**config.mk**
```make
export PLATFORM = sky130hd
export DESIGN_NAME = shift_arbiter
export DESIGN_NICKNAME = d
export VERILOG_FILES = /design/src/rtl/shift_arbiter.sv
export SDC_FILE = /design/constraint.sdc
export NUM_CORES = 1
export LEC_CHECK = 0
export CAP_MARGIN = 10
export CORE_UTILIZATION = 30
export CTS_BUF_LIST = sky130_fd_sc_hd__clkbuf_8
export DETAILED_ROUTE_END_ITERATION = 10
export HOLD_SLACK_MARGIN = 0.08
export SLEW_MARGIN = 30
export SYNTH_ARGS = -nofsm -noshare
export SYNTH_HDL_FRONTEND = slang
export SYNTH_SLANG_ARGS = --single-unit
```
**constraint.sdc**
```tcl
create_clock -name clk -period 2.2 [get_ports clk]
set_input_delay 0.22 -clock clk [delete_from_list [all_inputs] [get_ports clk]]
set_output_delay 0.22 -clock clk [all_outputs]
set_load 0.01 [all_outputs]
```
**src/rtl/shift_arbiter.sv**
```systemverilog
`default_nettype none
// ============================================================================
// Module   : shift_arbiter
// Brief    : Round-robin arbiter and sequencer sharing one combinational
//            barrel shifter between two requesters (ALU path, address path).
//            Each op runs through one shifter pass (two for rotate), and the
//            result is returned on a response port tagged with the requester id.
// Options  : SHIFT_ARB_ROTATE_EN - when defined, ctrl 10 is a rotate left
//            built from a left pass and a right pass OR-combined; when
//            undefined, ctrl 10 behaves as pass-through and ROT2 is absent.
// Revision : 1.0 - initial release
// ============================================================================
module shift_arbiter #(
  parameter int WIDTH   = 16,
  parameter int SHAMT_W = 4
) (
  input  logic               clk,
  input  logic               rst,
  input  logic               req0_valid,
  output logic               req0_ready,
  input  logic [1:0]         req0_ctrl,
  input  logic [SHAMT_W-1:0] req0_shamt,
  input  logic [WIDTH-1:0]   req0_data,
  input  logic               req1_valid,
  output logic               req1_ready,
  input  logic [1:0]         req1_ctrl,
  input  logic [SHAMT_W-1:0] req1_shamt,
  input  logic [WIDTH-1:0]   req1_data,
  output logic [1:0]         sh_ctrl,
  output logic [SHAMT_W-1:0] sh_shamt,
  output logic [WIDTH-1:0]   sh_data,
  input  logic [WIDTH-1:0]   sh_result,
  output logic               rsp_valid,
  input  logic               rsp_ready,
  output logic               rsp_id,
  output logic [WIDTH-1:0]   rsp_data,
  output logic               busy
);

  localparam logic [1:0] c_IDLE = 2'd0;
  localparam logic [1:0] c_EXEC = 2'd1;
  localparam logic [1:0] c_ROT2 = 2'd2;
  localparam logic [1:0] c_RESP = 2'd3;

  localparam logic [1:0] c_OP_PASS = 2'b00;
  localparam logic [1:0] c_OP_SLL  = 2'b01;
  localparam logic [1:0] c_OP_ROL  = 2'b10;
  localparam logic [1:0] c_OP_SRL  = 2'b11;

  logic [1:0]         state_q, state_d;
  logic               last_grant_q;
  logic [1:0]         op_ctrl_q;
  logic [SHAMT_W-1:0] op_shamt_q;
  logic [WIDTH-1:0]   op_data_q;
  logic               op_id_q;
  logic [WIDTH-1:0]   res_q, res_d;

  logic               w_idle;
  logic               w_grant;
  logic               w_accept;
  logic [1:0]         w_sel_ctrl;
  logic [1:0]         w_lat_ctrl;
  logic [SHAMT_W-1:0] w_sel_shamt;
  logic [WIDTH-1:0]   w_sel_data;

  // Grant: a lone requester wins; on a tie the one not served last wins.
  assign w_idle   = (state_q == c_IDLE);
  assign w_grant  = req0_valid ? (req1_valid ? ~last_grant_q : 1'b0) : 1'b1;
  // Ready is held low while reset is asserted so the outputs show reset values.
  assign req0_ready = w_idle & ~rst & req0_valid & ~w_grant;
  assign req1_ready = w_idle & ~rst & req1_valid &  w_grant;
  assign w_accept   = req0_ready | req1_ready;

  assign w_sel_ctrl  = w_grant ? req1_ctrl  : req0_ctrl;
  assign w_sel_shamt = w_grant ? req1_shamt : req0_shamt;
  assign w_sel_data  = w_grant ? req1_data  : req0_data;

`ifdef SHIFT_ARB_ROTATE_EN
  assign w_lat_ctrl = w_sel_ctrl;
  // Second rotate pass shifts right by the complement amount; shamt is
  // nonzero in ROT2 so the result always fits in SHAMT_W bits.
  localparam logic [SHAMT_W:0] c_WIDTH_EXT = WIDTH[SHAMT_W:0];
  logic [SHAMT_W:0] w_rot_shamt;
  assign w_rot_shamt = c_WIDTH_EXT - {1'b0, op_shamt_q};
`else
  // Without rotate support, ctrl 10 collapses to a plain pass-through.
  assign w_lat_ctrl = (w_sel_ctrl == c_OP_ROL) ? c_OP_PASS : w_sel_ctrl;
`endif

  // State register plus latched operation, grant history and result.
  always_ff @(posedge clk or posedge rst) begin
    if (rst) begin
      state_q      <= c_IDLE;
      last_grant_q <= 1'b1;
      op_ctrl_q    <= 2'b00;
      op_shamt_q   <= '0;
      op_data_q    <= '0;
      op_id_q      <= 1'b0;
      res_q        <= '0;
    end else begin
      state_q <= state_d;
      res_q   <= res_d;
      if (w_accept) begin
        last_grant_q <= w_grant;
        op_ctrl_q    <= w_lat_ctrl;
        op_shamt_q   <= w_sel_shamt;
        op_data_q    <= w_sel_data;
        op_id_q      <= w_grant;
      end
    end
  end

  // Next-state and result accumulation.
  always_comb begin
    state_d = state_q;
    res_d   = res_q;
    case (state_q)
      c_IDLE: begin
        if (w_accept) state_d = c_EXEC;
      end
      c_EXEC: begin
        res_d   = sh_result;
        state_d = c_RESP;
`ifdef SHIFT_ARB_ROTATE_EN
        if ((op_ctrl_q == c_OP_ROL) && (op_shamt_q != '0)) state_d = c_ROT2;
`endif
      end
`ifdef SHIFT_ARB_ROTATE_EN
      c_ROT2: begin
        res_d   = res_q | sh_result;
        state_d = c_RESP;
      end
`endif
      c_RESP: begin
        if (rsp_ready) state_d = c_IDLE;
      end
      default: state_d = c_IDLE;
    endcase
  end

  // Shifter drive and response outputs decoded from the current state.
  always_comb begin
    sh_ctrl   = c_OP_PASS;
    sh_shamt  = '0;
    sh_data   = '0;
    rsp_valid = 1'b0;
    rsp_id    = 1'b0;
    rsp_data  = '0;
    busy      = ~w_idle;
    case (state_q)
      c_EXEC: begin
        // Rotate's first pass is a left shift; the shifter never sees 10.
        sh_ctrl  = (op_ctrl_q == c_OP_ROL) ? c_OP_SLL : op_ctrl_q;
        sh_shamt = op_shamt_q;
        sh_data  = op_data_q;
      end
`ifdef SHIFT_ARB_ROTATE_EN
      c_ROT2: begin
        sh_ctrl  = c_OP_SRL;
        sh_shamt = w_rot_shamt[SHAMT_W-1:0];
        sh_data  = op_data_q;
      end
`endif
      c_RESP: begin
        rsp_valid = 1'b1;
        rsp_id    = op_id_q;
        rsp_data  = res_q;
      end
      default: ;
    endcase
  end

endmodule
`default_nettype wire

```
==> impl_summary.log, run 1 <==
INFO  metric synthXorXnorAreaFrac = 0
INFO  metric critical_path.slowest_cell = clkdlybuf4s50_1
INFO  metric clock-root-buffer = clkbuf_8
INFO  metric drc = 0
INFO  metric routed_wl = 6514 um
INFO  metric final-instance-count-excl-fill = 435
INFO  metric cts_tree = done
INFO  metric postSynthRegisterBits = 42
INFO  metric ant_nets = 0
INFO  metric synth_area = 2385 um^2
INFO  metric tns = 0 ns
INFO  metric tritoncts.num_buffers = 5
INFO  metric final_period_utilization = 0.9596
INFO  metric clock_sink_count = 42
INFO  metric design.die.area = 8310 um^2
INFO  metric timing_hold_violations_final = 0
INFO  metric final_net_count = 398
INFO  metric setup.worst_path.start_class = flop
INFO  metric postCtsSetupBuffers = 0
INFO  metric critical_path_start_end_classification = reg2out
INFO  metric start_util = 0.3086
INFO  metric largest_net_degree_at_the_start_of_global_routing = 29
INFO  metric placed_cells = 428
INFO  metric vias = 2134
INFO  metric synth.avg_cell_area = 10.32 um^2
INFO  metric critPathCaptureType = output pin
INFO  metric crit_path_max_fanout = 21
INFO  metric worstSkewPairLatency = 0.29 ns
INFO  metric postCtsHoldBufs = 0
INFO  metric rsz_0062_raised_after_global_routing = true
INFO  metric synth_compound_area_frac = 0.2901
INFO  metric global_router_s_overall_resource_usage = 0.1629
INFO  metric grt.busiest_layer = met2
INFO  metric synth.net_count = 296
INFO  metric h-tree-depth = 2
INFO  metric hpwl = 4666 um
INFO  metric die_height = 91.16 um
INFO  metric grtUsageMet2 = 0.2872
INFO  metric core_area = 7727 um^2
INFO  metric fmaxAchievable = 0.4737 GHz
INFO  metric critical-path-top-cell-by-count = buf_4
INFO  metric area_growth = 55.82%
INFO  metric worst_clock_skew = 0.006887 ns
INFO  metric cts.path.max_buffers = 2
INFO  metric p_per_area = 1154 nW/um^2
INFO  metric io_pins = 108
INFO  metric firstDrtPassIters = 4
INFO  metric post_synth_fa_ha_maj_area_fraction = 0
INFO  metric gp_routability_congestion = 0.8105
INFO  metric tightest_slew = 0.3870 ns
INFO  metric antenna_found_initial = 0
INFO  metric synth_area_leaders = dfrtp_1, a31oi_2, mux2_1
INFO  metric synth-seq-area-share = 0.4412
INFO  metric report.final.slew_viol_count = 0
INFO  metric period_minus_slack = 2.111 ns
INFO  metric max-cap-violations = 0
INFO  metric worstPathCellList = buf_4, nor2b_4, buf_4, and2_1, clkdlybuf4s50_1
INFO  metric synth_simple_gate_area_share = 0.1301
INFO  metric synth.mux.area_fraction = 0.07555
INFO  metric post_drt_via_cell_ratio = 4.906
INFO  metric grt_util_met1 = 0.1985
INFO  metric hp-class = in2async
INFO  metric clk_transition_reported_paths = 0.08 ns
INFO  metric gr-total-overflow = 0
INFO  metric synthesis.instances = 231
INFO  metric max-vdd-ir-drop = 0.3987 mV
INFO  metric p_leak = 0.001435 uW
INFO  metric io_buffer_count = 107
INFO  metric grt_use_met3 = 0.03769
INFO  metric synth_warnings = 0
INFO  metric wire_length_per_cell_after_detailed_routing = 14.97 um
INFO  metric outcome = finished, final reports clean
INFO  metric setup-violations-final = 0
INFO  metric critical_path_required = 1.98 ns
INFO  metric synth_area_leader_cell = dfrtp_1
INFO  metric die_w = 91.16 um
INFO  metric antennaDiodeCount = 0
INFO  metric first_iter_violations = 54
INFO  metric worstPathArrival = 1.89 ns
INFO  metric rows = 32
INFO  metric global_route_wire_length_before_repair = 10760 um
INFO  metric slew_hr = 0.7420
INFO  metric synth.distinct_cells = 27
INFO  metric synth_top_family_by_area = compound AO/OA/AOI/OAI gates
INFO  metric first_global_vias = 2113
INFO  metric synth_top_cell_area_share = 0.4302
INFO  metric post_route_cells_drive_above_1_share = 0.1562
INFO  metric critical_path.max_stage_delay = 0.54 ns
## final timing paths
| kind | end | slack (ns) | depth (start not counted) | from |
|---|---|---|---|---|
| max | sh_data[1] | 0.09 | 5 | state_q[1] |
| min | op_data_q[13] | 0.46 | 3 | rst |
| max reg2reg | res_q[6] | 0.60 | 5 | state_q[1] |
| min reg2reg | res_q[10] | 0.48 | 1 | res_q[10] |
| max in group asynchronous | res_q[6] | 1.28 | 4 | rst |
| min in group clk | res_q[10] | 0.48 | 1 | res_q[10] |
## per-layer routing
metal | part of all wire | wire, um
met1 | 0.43 | 2809
met2 | 0.49 | 3203
met3 | 0.066 | 429
met4 | 0.011 | 71
met5 | 0 | 0
## area by class of cell
| class | count | area (um^2) |
|---|---|---|
| clock inverters | 1 | 30.03 |
| repair buffers | 123 | 1210 |
| inverters | 3 | 11.26 |
| clock buffers | 6 | 82.58 |
| well taps | 102 | 127.6 |
| flip-flops and latches | 42 | 1052 |
| multi-input cells | 158 | 1202 |
| fillers | 750 | 4011 |
## state kept, by name (all words and copies together) (netlist names)
name,count
op_id_q,1
state_q,2
op_data_q,16
res_q,16
last_grant_q,1
op_shamt_q,4
op_ctrl_q,2
## timing repair
item,4_1_cts,5_1_grt
endpoints found under the hold margin,0,0
gates resized for setup,0,5
endpoints found under the setup margin,0,22
## cell usage after synthesis, drive strengths merged
master / count
o2111ai: 1
inv: 3
a31oi: 23
buf: 6
o21a: 1
nor3: 1
a21boi: 1
or2: 3
o211ai: 22
clkbuf: 22
nor2b: 2
o21ai: 21
dfstp: 1
nor4: 1
a21oi: 24
mux2: 16
a2111oi: 1
dfrtp: 41
nor2: 1
and3: 18
and2: 22
## metrics by stage
step                      total power (uW)  setup WS [ns]    util  area (um^2)  hold WS (ns)
final                                 4288        0.08882  0.4809         3716        0.4562
after global placement                3672         0.1883  0.4639         3585        0.4613
after floorplan                       2653         0.6155       -         2385        0.3403
after global routing                  4615       -0.04766  0.4809         3716        0.4898
after detailed placement              3707         0.1793  0.4639         3585        0.4683
after CTS                             4338        0.01003  0.4785         3697        0.4182
## critical path, delay by kind of cell (launching register included)
| family | cells | cell delay, ns |
|---|---|---|
| buffers and inverters | 3 | 0.93 |
| flip-flops | 1 | 0.38 |
| AND/OR/NAND/NOR | 2 | 0.29 |
## cells by family after synthesis
logic type | Yosys count
compound gates | 94
simple gates | 48
flops | 42
buf+inv | 31
mux | 16
## cell usage in the layout (no fill, tap or decap), drive strengths merged, types with 2 or more instances in the layout
cell type / netlist / routed
a31oi: 23 / 23
nor2b: 2 / 2
inv: 3 / 3
mux2: 16 / 16
and3: 18 / 18
dfrtp: 41 / 41
a21oi: 24 / 24
o211ai: 22 / 22
clkbuf: 22 / 6
and2: 22 / 22
or2: 3 / 3
buf: 6 / 16
o21ai: 21 / 21
clkdlybuf4s50: 0 / 106
## where the power goes
part	internal (uW)	leakage, uW	switching [uW]	total (uW)
Clock	363	0.0000573	256	619
Combinational	1250	0.000898	1050	2310
Sequential	1170	0.000479	190	1360
Total	2790	0.00143	1500	4290
(Power assumes the default switching activity.)
==> run 2: changes to the inputs <==
--- a/config.mk
+++ b/config.mk
@@ -8,6 +8,7 @@
 export CAP_MARGIN = 10
 export CORE_UTILIZATION = 30
 export CTS_BUF_LIST = sky130_fd_sc_hd__clkbuf_8
+export CTS_CLUSTER_DIAMETER = 50
 export DETAILED_ROUTE_END_ITERATION = 10
 export HOLD_SLACK_MARGIN = 0.08
 export SLEW_MARGIN = 30
==> results of run 2 <==
No change in the layout: final DEF, timing and power equal those of run 1.
==> RTL change 1, RTL diff (config.mk and constraints of run 2) <==
Add a define of `SHIFT_ARB_ROTATE_EN`.
--- a/src/rtl/shift_arbiter.sv
+++ b/src/rtl/shift_arbiter.sv
@@ -10,6 +10,8 @@
 //            undefined, ctrl 10 behaves as pass-through and ROT2 is absent.
 // Revision : 1.0 - initial release
 // ============================================================================
+`define SHIFT_ARB_ROTATE_EN
+
 module shift_arbiter #(
   parameter int WIDTH   = 16,
   parameter int SHAMT_W = 4
Behaviour: not the same (Yosys sat finds a counterexample within 4 cycles, from zero or initial values and one cycle with rst high).
==> RTL change 1 against run 2 <==
Synthesized cell count grew 11%. Count of clock-buffer cells in the layout is the same. Cell area grew 4.2%. Non-clock buffer count grew 7. Routed wire length grew 14%. Combinational power grew 47%. Power grew 30%. Sequential cell count is the same. Area after synthesis grew 1.6%. Highest routed layer unchanged. Sequential share of layout area shrank 1.1 points. Fmax shrank 0.97%. Die area grew 1.6%. Worst setup slack lost 0.021 ns.
==> RTL change 1: results (changes against run 2) <==
----------------------------------------------------
[Global routing]
  GRT Util Overall ... 17.7% (+1.4 points)
  First-pass GRT wire length ... 11,700 um (+8.3%)
  Largest net degree at the start of global routing ... 26 (-10%)

[Synthesis]
  Ranking of synthesized cells by area ... sky130_fd_sc_hd__dfrtp_1, sky130_fd_sc_hd__and2_1, sky130_fd_sc_hd__o211ai_1
  Ranking of synthesized cells by instance count ... sky130_fd_sc_hd__dfrtp_1, sky130_fd_sc_hd__and2_1, sky130_fd_sc_hd__a21oi_1
  Mapped Avg Cell Area ... 9.43 um2 (-8.7%)
  Net count after synthesis ... 328 (+11%)
  Proportion of synthesized flip-flops having asynchronous set or reset ... 100% (unchanged)
  Netlist cell types ... 33 (+22%)
  Sequential fraction of the synthesis area ... 43.4% (-0.71 points)

[Placement]
  Gp weighted congestion ... 0.861 (+6.2%)
  Count of buffers inserted at the top-level ports ... 107 (unchanged)
  Worst-case setup slack after placement ... 0.119 ns (-0.0604 ns)
  DP Area ... 0.00365 mm2 (+1.7%)
  HPWL after detailed placement ... 5300 um (+14%)

[Min path]
  Type of the worst min-delay path ... input pin to async pin

[Critical path]
  Crit Reg-Reg Startpoint ... state_q[0]
  Worst EP arrival ... 1.91 ns (+0.02 ns)
  Delay of the slowest cell on the worst path ... 0.53 ns
  Largest driver fanout on the critical path ... 9 (-57%)
  Worst setup path startpoint ... state_q[1]
  Slowest-stage cell, CP ... sky130_fd_sc_hd__clkdlybuf4s50_1

[Clock tree]
  Clk Latency, worst-skew pair ... 0.30 ns
  TritonCTS Buffers ... 5 (unchanged)
  Clock root buffer ... sky130_fd_sc_hd__clkbuf_8

[Route]
  DR iter-0 viols ... 80 (+48%)
  Antenna violation net count after detailed routing ... 0 (unchanged)
  Average routed wire per standard cell ... 15.8 um (+5.6%)
  DR vias ... 2,409 (+13%)
  First-pass DRT Iterations ... 6 (+2)

[Final layout]
  ANT cells ... 0 (unchanged)
  Final nets ... 438 (+10%)
  Share of final-layout standard cells stronger than drive strength 1 ... 12.0% (-3.7 points)

[Power]
  Total leakage power ... 1.73 nW (+21%)
  Peak supply drop ... 0.547 mV (+37%)

[Timing]
  Relative slew slack ... 74.3% (+0.13 points)
  Clock Skews ... 0.00527 ns (-0.00162 ns)

[Outcome]
  Outcome ... complete, no violations

----------------------------------------------------
==> RTL change 1: cell count changes in the layout (fill, tap and decap cells not counted), sizes merged, moves of 12 or more <==
cell / delta
and3: -18
clkdlybuf4s50: -18
a22o: +16
mux2: -15
dlymetal6s2s: +14
and2: +12
==> RTL change 1: cells by family after synthesis <==
kind of cell | synth area share, %
compound gates | 32.4
simple gates | 13.1
flops | 43.4
buf+inv | 7.23
fa+ha+maj | 3.10
xor+xnor | 0.361
mux | 0.465
==> RTL change 1: final cells by class <==
cell class	count	area (um2)
fillers	759	3890
repair buffers	130	1290
multi-input cells	179	1230
flip-flops and latches	42	1050
well taps	102	128
clock buffers	6	82.6
clock inverters	2	60.1
inverters	9	33.8
==> RTL change 1: routing by layer <==
| layer | GRT usage [%] | part of all wire (%) | vias to the layer above |
|---|---|---|---|
| met5 | 0 | 0 | - |
| met4 | 5.60 | 1.4 | 0 |
| met3 | 5.06 | 5.8 | 8 |
| met2 | 28.7 | 47 | 99 |
| met1 | 22.7 | 46 | 1135 |
| li1 | - | - | 1167 |
==> RTL change 1: path summary, 6_finish.rpt <==
path	endpoint	slack [ns]	cells after the start
min in group clk	op_data_q[2]	0.49	3
worst min-delay path	state_q[0]	0.35	2
max in group asynchronous	last_grant_q	1.27	3
worst max-delay path	sh_data[8]	0.07	5
worst max register to register	state_q[0]	0.60	5
worst min register to register	res_q[11]	0.50	1
==> RTL change 1: stage by stage <==
stage	std cells	util, %
floorplan	257	-
global placement	459	46.9
detailed placement	459	46.9
CTS	468	49.1
global route	470	49.9
finish	470	49.9
==> RTL change 1: repair_timing <==
action,CTS,global route
pin swaps,1,1
endpoints found under the setup margin,27,38
setup buffers,1,2
gates resized for setup,9,19
cloned,0,0
==> RTL change 1: power by group <==
group | switching [mW] | internal (mW) | leakage [nW]
clock network | 0.278 | 0.484 | 0.0714
logic | 1.54 | 1.85 | 1.18
registers | 0.242 | 1.19 | 0.481
total | 2.06 | 3.52 | 1.73
==> RTL change 2, RTL diff (flow settings as in run 2) <==
Made on the original files. Take the reset off `res_q` and load it in a clocked block of its own.
--- a/src/rtl/shift_arbiter.sv
+++ b/src/rtl/shift_arbiter.sv
@@ -96,10 +96,8 @@
       op_shamt_q   <= '0;
       op_data_q    <= '0;
       op_id_q      <= 1'b0;
-      res_q        <= '0;
     end else begin
       state_q <= state_d;
-      res_q   <= res_d;
       if (w_accept) begin
         last_grant_q <= w_grant;
         op_ctrl_q    <= w_lat_ctrl;
@@ -108,6 +106,10 @@
         op_id_q      <= w_grant;
       end
     end
+  end
+
+  always_ff @(posedge clk) begin
+    res_q <= res_d;
   end
 
   // Next-state and result accumulation.
Function: same outputs for any inputs over 10 cycles, from zero or initial values and one cycle with rst high; that may be too few to reach the edited logic, so the function may still have changed.
==> RTL change 2 against run 2 <==
Cell area up 5.1%. Clock power decreased by 23%. Worst setup slack worse by 0.0078 ns. Power up 2.1%. Sequential cell count stayed put. Area after synthesis is 3.6% higher. Fmax decreased by 0.37%. Routed wire length is 5.1% higher.
==> RTL change 2: results (changes against run 2) <==
----------------------------------------------------
[Outcome]
  Outcome ... complete, no violations

[Power]
  Peak supply drop ... 0.371 mV (-7.0%)
  Total leakage power ... 1.50 nW (+4.6%)

[Placement]
  Count of buffers inserted at the top-level ports ... 107 (unchanged)
  HPWL after detailed placement ... 4690 um (+0.58%)
  DP Area ... 0.00367 mm2 (+2.4%)
  Gp weighted congestion ... 0.722 (-11%)

[Synthesis]
  Ranking of synthesized cells by area ... sky130_fd_sc_hd__dfrtp_1, sky130_fd_sc_hd__edfxtp_1, sky130_fd_sc_hd__a31oi_4
  Share of the synthesized area in compound gates (AO/OA/AOI/OAI) ... 35.1% (+6.1 points)
  Count of synthesis-stage warnings from yosys ... 0 (unchanged)
  Sequential fraction of the synthesis area ... 45.8% (+1.7 points)
  Adder-cell share of the synthesized area ... 0% (unchanged)
  Netlist cell types ... 29 (+7.4%)
  Number of enable-type register cells in the synthesized netlist ... 16 (+16)
  Multiplexer share of the synthesized area ... 0% (-7.6 points)
  Proportion of synthesized flip-flops having asynchronous set or reset ... 61.9% (-38 points)
  Ranking of synthesized cells by instance count ... sky130_fd_sc_hd__dfrtp_1, sky130_fd_sc_hd__a21oi_1, sky130_fd_sc_hd__o211ai_1
  Net count after synthesis ... 278 (-6.1%)

[Timing]
  Transition time at the pin with the least slew margin ... 0.493 ns (+0.106 ns)
  Clock Skews ... 0.00854 ns (+0.00165 ns)

[Clock tree]
  Clock root buffer ... sky130_fd_sc_hd__clkbuf_8
  Clock transition time at the flip-flop clock pins of the worst setup and hold paths ... 0.08 ns (about the same)
  Clk Latency, worst-skew pair ... 0.29 ns (about the same)
  Worst-case clock buffer depth ... 2 (unchanged)

[Route]
  Average routed wire per standard cell ... 16.2 um (+8.1%)
  DR vias ... 2,099 (-1.6%)
  DR iter-0 viols ... 88 (+63%)
  First-pass DRT Iterations ... 2 (-2)

[Min path]
  Type of the worst min-delay path ... input pin to register

[Global routing]
  First-pass GRT wire length ... 10,400 um (-3.0%)
  Largest net degree at the start of global routing ... 26 (-10%)
  Initial antenna violation count ... 0 (unchanged)
  GRT Util Overall ... 15.6% (-0.70 points)

[Critical path]
  Largest driver fanout on the critical path ... 3 (-86%)

[Final layout]
  Share of final-layout standard cells stronger than drive strength 1 ... 17.4% (+1.8 points)
  Filler instances ... 753 (+0.40%)
  Final nets ... 386 (-3.0%)

----------------------------------------------------
RTL change 2: final timing paths:
kind,start,to,slack [ns],depth (start not counted)
max,state_q[0],req0_ready,0.08,4
min,req0_valid,op_data_q[5],0.38,3
max reg2reg,state_q[0],op_data_q[4],0.51,6
min reg2reg,op_id_q,op_id_q,0.53,2
max in group asynchronous,rst,last_grant_q,1.13,3
min in group asynchronous,rst,op_ctrl_q[1],0.52,2
RTL change 2: area by class of cell:
class | instances | area, um2 | area share (%)
timing repair buffer | 127 | 1330 | 34.0
multi-input combinational | 142 | 1220 | 31.3
sequential | 42 | 1130 | 29.0
tap | 102 | 128 | 3.27
clock buffer | 5 | 68.8 | 1.76
inverter | 3 | 11.3 | 0.288
clock inverter | 2 | 10.0 | 0.256
RTL change 2: cell families (layout without fill, tap and decap cells):
| family | count (synthesis) | count (layout) |
|---|---|---|
| AO/OA/AOI/OAI | 94 | 94 |
| AND/OR/NAND/NOR | 48 | 48 |
| flip-flops | 42 | 42 |
| buffers and inverters | 29 | 137 |
RTL change 2: worst max-delay path, stage by stage (launching register included):
cell and delay (ns):
sky130_fd_sc_hd__dfrtp_2 0.43, sky130_fd_sc_hd__or2_4 0.29, sky130_fd_sc_hd__nor4_4 0.21, sky130_fd_sc_hd__buf_4 0.15, sky130_fd_sc_hd__clkdlybuf4s50_1 0.52
RTL change 2: repair_timing:
action | CTS | global route
endpoints found under the setup margin | 17 | 24
resized for setup | 6 | 17
gates cloned | 0 | 2
setup buffers | 0 | 2
endpoints found under the hold margin | 0 | 0
pin swaps | 0 | 0
RTL change 2: report_power, final:
part,internal [mW],switching (mW),total (mW)
Clock,0.213,0.262,0.476
Sequential,1.19,0.175,1.36
Combinational,1.38,1.16,2.54
Total,2.78,1.60,4.38
RTL change 2: metrics by stage:
step	utilization, %	total power, mW	cells	setup slack, ns	TNS, ns
floorplan	-	2.72	213	0.464	0
global placement	46.8	3.66	412	0.0635	0
detailed placement	46.8	3.71	412	0.0717	0
CTS	48.0	4.22	419	-0.0125	-0.0149
global route	49.7	4.67	423	0.0138	0
finish	49.7	4.38	423	0.0810	0
RTL change 2: metal layers:
metal	vias to the layer above	GRT usage, %	share of wire, %	wire, um
met5	-	0	0	0
met4	0	4.49	1.0	70
met3	8	3.12	5.0	344
met2	71	27.0	50	3420
met1	1006	19.5	44	3020
li1	1014	-	-	-
